<file path="src/rtl/fetch_pkg.sv">
// Shared types and defaults for the instruction fetch unit.
// The FSM state set always includes HALT; it is only reachable when FETCH_HALT_DETECT_EN is defined.
package fetch_pkg;

    localparam int unsigned ADDR_W = 16;
    localparam int unsigned INSTR_W = 16;

    localparam logic [ADDR_W-1:0] RESET_PC_DEFAULT   = 16'h0000;
    localparam logic [3:0]        HLT_OPCODE_DEFAULT = 4'hF;

    typedef enum logic [1:0] {
        FETCH   = 2'd0,
        PRESENT = 2'd1,
        HALT    = 2'd2
    } fetch_state_e;

endpackage

</file>
<file path="src/rtl/next_pc_calc.sv">
// Combinational next-fetch-address select: sequential successor or taken-branch target.
// The 16-bit add wraps naturally, so 16'hFFFF is followed by 16'h0000.
module next_pc_calc
    import fetch_pkg::*;
(
    input  logic [ADDR_W-1:0] pc_i,
    input  logic              br_taken_i,
    input  logic [ADDR_W-1:0] br_pc_i,
    output logic [ADDR_W-1:0] next_pc_o
);

    logic [ADDR_W-1:0] seq_pc;

    assign seq_pc    = pc_i + ADDR_W'(1);
    assign next_pc_o = br_taken_i ? br_pc_i : seq_pc;

endmodule

</file>
<file path="src/rtl/fetch_unit.sv">
// Single-outstanding-request instruction fetch unit: FETCH -> PRESENT -> FETCH, with optional HALT.
// Define FETCH_HALT_DETECT_EN to stop fetching after consuming an instruction whose opcode is HLT_OPCODE.
module fetch_unit
    import fetch_pkg::*;
#(
    parameter logic [ADDR_W-1:0] RESET_PC   = RESET_PC_DEFAULT,
    parameter logic [3:0]        HLT_OPCODE = HLT_OPCODE_DEFAULT
) (
    input  logic               clk,
    input  logic               rst,
    input  logic               br_ctrl,
    input  logic [ADDR_W-1:0]  br_pc,
    input  logic               stall,
    output logic               imem_req,
    output logic [ADDR_W-1:0]  imem_addr,
    input  logic               imem_ack,
    input  logic [INSTR_W-1:0] imem_rdata,
    output logic [INSTR_W-1:0] instr,
    output logic [ADDR_W-1:0]  pc,
    output logic               instr_vld,
    output logic               halted
);

    fetch_state_e       state_q, state_d;
    logic [ADDR_W-1:0]  fetch_pc_q, fetch_pc_d;
    logic [INSTR_W-1:0] instr_q, instr_d;
    logic [ADDR_W-1:0]  pc_q, pc_d;
    logic               instr_vld_q, instr_vld_d;
    logic [ADDR_W-1:0]  next_pc;

    next_pc_calc u_next_pc_calc (
        .pc_i       (pc_q),
        .br_taken_i (br_ctrl),
        .br_pc_i    (br_pc),
        .next_pc_o  (next_pc)
    );

`ifdef FETCH_HALT_DETECT_EN
    logic halted_q, halted_d;
    logic is_halt;

    assign is_halt = (instr_q[INSTR_W-1:INSTR_W-4] == HLT_OPCODE);
`endif

    always_comb begin
        // NOTE: every next-state signal gets its hold value first, so no path through the case leaves one unassigned and no latch is inferred.
        state_d     = state_q;
        fetch_pc_d  = fetch_pc_q;
        instr_d     = instr_q;
        pc_d        = pc_q;
        instr_vld_d = instr_vld_q;
`ifdef FETCH_HALT_DETECT_EN
        halted_d    = halted_q;
`endif
        unique case (state_q)
            FETCH: begin
                if (imem_ack) begin
                    instr_d     = imem_rdata;
                    pc_d        = fetch_pc_q;
                    instr_vld_d = 1'b1;
                    state_d     = PRESENT;
                end
            end
            PRESENT: begin
                // Consume cycle: the only place branch information is looked at.
                if (!stall) begin
                    instr_vld_d = 1'b0;
`ifdef FETCH_HALT_DETECT_EN
                    if (is_halt) begin
                        halted_d = 1'b1;
                        state_d  = HALT;
                    end else begin
                        fetch_pc_d = next_pc;
                        state_d    = FETCH;
                    end
`else
                    fetch_pc_d = next_pc;
                    state_d    = FETCH;
`endif
                end
            end
`ifdef FETCH_HALT_DETECT_EN
            HALT: begin
                state_d = HALT;
            end
`endif
            default: begin
                state_d = FETCH;
            end
        endcase
    end

    always_ff @(posedge clk) begin
        // NOTE: state registers use non-blocking assignments so every flop samples pre-edge values regardless of statement order.
        if (rst) begin
            state_q     <= FETCH;
            fetch_pc_q  <= RESET_PC;
            instr_q     <= '0;
            pc_q        <= '0;
            instr_vld_q <= 1'b0;
        end else begin
            state_q     <= state_d;
            fetch_pc_q  <= fetch_pc_d;
            instr_q     <= instr_d;
            pc_q        <= pc_d;
            instr_vld_q <= instr_vld_d;
        end
    end

`ifdef FETCH_HALT_DETECT_EN
    always_ff @(posedge clk) begin
        if (rst) begin
            halted_q <= 1'b0;
        end else begin
            halted_q <= halted_d;
        end
    end

    assign halted = halted_q;
`else
    assign halted = 1'b0;
`endif

    // imem_addr comes straight from a register that only moves at consume, so it is stable across wait states.
    assign imem_req  = (state_q == FETCH);
    assign imem_addr = fetch_pc_q;
    assign instr     = instr_q;
    assign pc        = pc_q;
    assign instr_vld = instr_vld_q;

endmodule

</file>
<file path="config.mk">
export PLATFORM = sky130hd
export DESIGN_NAME = fetch_unit
export DESIGN_NICKNAME = d
export VERILOG_FILES = /design/src/rtl/fetch_pkg.sv /design/src/rtl/next_pc_calc.sv /design/src/rtl/fetch_unit.sv
export SDC_FILE = /design/constraint.sdc
export NUM_CORES = 1
export LEC_CHECK = 0
export CAP_MARGIN = 20
export CORE_MARGIN = 5
export CORE_UTILIZATION = 44
export CTS_BUF_LIST = sky130_fd_sc_hd__clkbuf_8
export CTS_CLUSTER_SIZE = 10
export DETAILED_ROUTE_END_ITERATION = 12
export PLACE_DENSITY = 0.9
export SYNTH_ARGS = -nofsm -noshare
export SYNTH_HDL_FRONTEND = slang
export SYNTH_SLANG_ARGS = --single-unit
</file>
<file path="constraint.sdc">
create_clock -name clk -period 2.6 [get_ports clk]
set_clock_uncertainty 0.1 [all_clocks]
set_input_delay 0.26 -clock clk [delete_from_list [all_inputs] [get_ports clk]]
set_output_delay 0.26 -clock clk [all_outputs]
set_load 0.02 [all_outputs]
</file>
==> impl_metrics.json <==
{
  "status": "finished clean",
  "seqPwrFrac_pct": 53.3,
  "numPortBuffers": 86,
  "cpPeakStageDelay_ns": 0.43,
  "drc": 0,
  "worstMarginPinSlew_ns": 0.594,
  "rows": 24,
  "max_slew_margin_pct": 60.2,
  "h-tree-depth": 2,
  "slew_violations": 0,
  "ir_drop_mv": 0.278,
  "cellPowerDensity_nw_per_um2": 489,
  "wl_mm": 5.96,
  "hold_buffers": 0,
  "synth.net_count": 284,
  "cts_sinks": 49,
  "path_buf_inv": 0,
  "p_leak_uw": 0.00109,
  "slowest_stage": "dfxtp_1",
  "area_delta_synth_final_pct": 48.4,
  "swShare_pct": 25.8,
  "dp.cells": 373,
  "cts_tree": "done",
  "p_int_uw": 1110,
  "hold_path.class": "reg -> reg",
  "dpl.hpwl_mm": 4.34,
  "ys_seq_elements": 49,
  "diodes": 0,
  "initial_core_util_pct": 46.3,
  "p_clk_share_pct": 30.3,
  "clkTransAtPathRegs_ns": 0.08,
  "synth_cells": 246,
  "clock_path_buffers": 2,
  "crit_path_start_kind": "flop",
  "grt_use_total_pct": 20.0,
  "final.min_clock_period_ns": 2.00,
  "synthFlopType": "dfxtp_1",
  "fillers": 355,
  "firstDrtPassIters": 4,
  "dieArea_sq_um": 6150,
  "drive_gt1_share_pct": 7.01,
  "cts-root-buf": "clkbuf_8",
  "ant_nets": 0,
  "synth.avg_cell_area_sq_um": 8.37,
  "timing.final.crit_share_pct": 77.1,
  "crit_chain": "ha_1, nand3_2, nor4_1, xor2_1, mux2_1, a22o_1",
  "grt.overflow.total": 0,
  "syn-cell-area_sq_um": 2060,
  "final_nets": 366,
  "grt_pass1_wl_mm": 9.77,
  "ioPinCount": 88,
  "power.switching_uw": 385,
  "die_w_um": 78.4,
  "setup_viol": 0,
  "antenna_found_initial": 0,
  "synth_edf_count": 0,
  "hold_viol_final": 0,
  "worstPathArrival_ns": 2.11,
  "dieHeight_um": 78.4,
  "power_frac_comb_pct": 16.4,
  "drt_iter0_markers": 89,
  "synth-async-reset-ratio_pct": 0,
  "core_sq_um": 4440,
  "rsz0062_at_grt": "false",
  "place_congestion": 0.858,
  "cts.repair.resized": 0,
  "crit_type": "reg -> reg",
  "crit_family": "simple AND/OR/NAND/NOR gates",
  "fin_cells": 380,
  "post_cts_buffers": 0,
  "routedWlPerCell_um": 15.7,
  "max-cap-violations": 0,
  "max_clock_freq_mhz": 499,
  "vias": 2009,
  "cts_buffers": 5,
  "grt_pass1_vias": 2004,
  "yosys_warnings": 0,
  "critPathMaxFanout": 6,
  "end_kind": "flop",
  "seq_area_frac_synth_pct": 47.7,
  "grt_max_degree": 21,
  "ys_types": 31,
  "clk_latency_ns": 0.31,
  "cp_data_required_time_ns": 2.70,
  "fin_tns_setup_ns": 0,
  "viasPerCell": 5.29
}
## synth_stat cells, types with 2 or more instances
library cell / count / area (sq um)
nand3_1: 4 / 20.0
nor2_1: 5 / 18.8
mux2_2: 3 / 33.8
nand4_1: 2 / 12.5
o21ai_0: 11 / 55.1
nor4_1: 2 / 12.5
mux2_1: 2 / 22.5
inv_1: 2 / 7.51
clkbuf_1: 14 / 52.6
a22o_1: 9 / 78.8
nor3_2: 2 / 20.0
dfxtp_1: 49 / 981
a21oi_1: 33 / 165
nand2_1: 73 / 274
xnor2_1: 5 / 43.8
xor2_1: 9 / 78.8
a32oi_1: 7 / 61.3
## worst reg2reg max path: cells and delay by family (launching register included)
family | cells | cell delay (ns)
and+or+nand+nor | 2 | 0.48
AOI/OAI and AO/OA | 1 | 0.20
xor gates and xnor gates | 1 | 0.12
DFF | 1 | 0.43
adders and majority gates | 1 | 0.27
muxes | 1 | 0.30
## layer usage
layer | global-route usage, % | wire length, um
met1 | 24.1 | 2550
met2 | 33.6 | 2880
met3 | 4.69 | 399
met4 | 9.27 | 125
met5 | 0 | 0
## power groups by stage
stage          clock network [uW]  logic (uW)  registers (uW)
2_1_floorplan                   0        79.7             842
3_3_place_gp                    0         242             812
3_5_place_dp                    0         246             813
4_1_cts                       457         247             796
5_1_grt                       491         262             801
6_report                      453         245             796
## registers in the layout, summed over array words and instances (netlist names)
signal,cells
instr,16
imem_addr,16
instr_vld,1
pc,16
## cell usage in the layout, fill, tap and decap left out, drive strengths merged, types with 2 or more instances in the layout
cell / count
a21oi: 33
a22o: 9
a32oi: 7
buf: 6
clkbuf: 6
clkdlybuf4s50: 86
dfxtp: 49
inv: 4
mux2: 5
nand2: 73
nand3: 5
nand4: 4
nor2: 5
nor3: 3
nor4: 2
o21ai: 11
xnor2: 5
xor2: 9
## logic make-up (layout without fill, tap and decap cells)
| group | count (synthesis) | count (layout) | share of synthesized area (%) |
|---|---|---|---|
| fa+ha+maj | 1 | 1 | 0.608 |
| other cells | 1 | 1 | 0.182 |
| simple gates | 95 | 95 | 20.7 |
| xor+xnor | 14 | 14 | 5.96 |
| compound gates | 61 | 61 | 17.9 |
| buf+inv | 20 | 102 | 4.26 |
| flops | 49 | 49 | 47.7 |
| mux | 5 | 5 | 2.74 |
## cell type report
| class | instances | area, sq um | share of cell area [%] |
|---|---|---|---|
| clock buffers | 6 | 82.6 | 2.70 |
| clock inverters | 1 | 3.75 | 0.123 |
| inverters | 3 | 11.3 | 0.369 |
| multi-input cells | 177 | 992 | 32.5 |
| flip-flops and latches | 49 | 981 | 32.1 |
| well taps | 52 | 65.1 | 2.13 |
| repair buffers | 92 | 918 | 30.1 |
## final timing paths
path              startpoint            end  slack, ns  cells past startpoint
setup / recovery       pc[0]  imem_addr[14]       0.60                      6
hold / removal     instr[15]      instr[15]       0.36                      2
setup reg to reg       pc[0]  imem_addr[14]       0.60                      6
hold reg to reg    instr[15]      instr[15]       0.36                      2
## stage by stage
step                      setup WS, ns  cell area [sq um]  utilization (%)  hold WS [ns]  power [uW]
after CTS                        0.595               3050             68.7         0.358        1500
after global routing             0.485               3050             68.7         0.389        1550
after global placement           0.704               2970             66.8         0.341        1050
after detailed placement         0.597               2970             66.8         0.346        1060
after floorplan                  0.630               2060                -         0.270         921
final                            0.596               3050             68.7         0.356        1490
No activity file was read; power rests on OpenSTA's default activity.
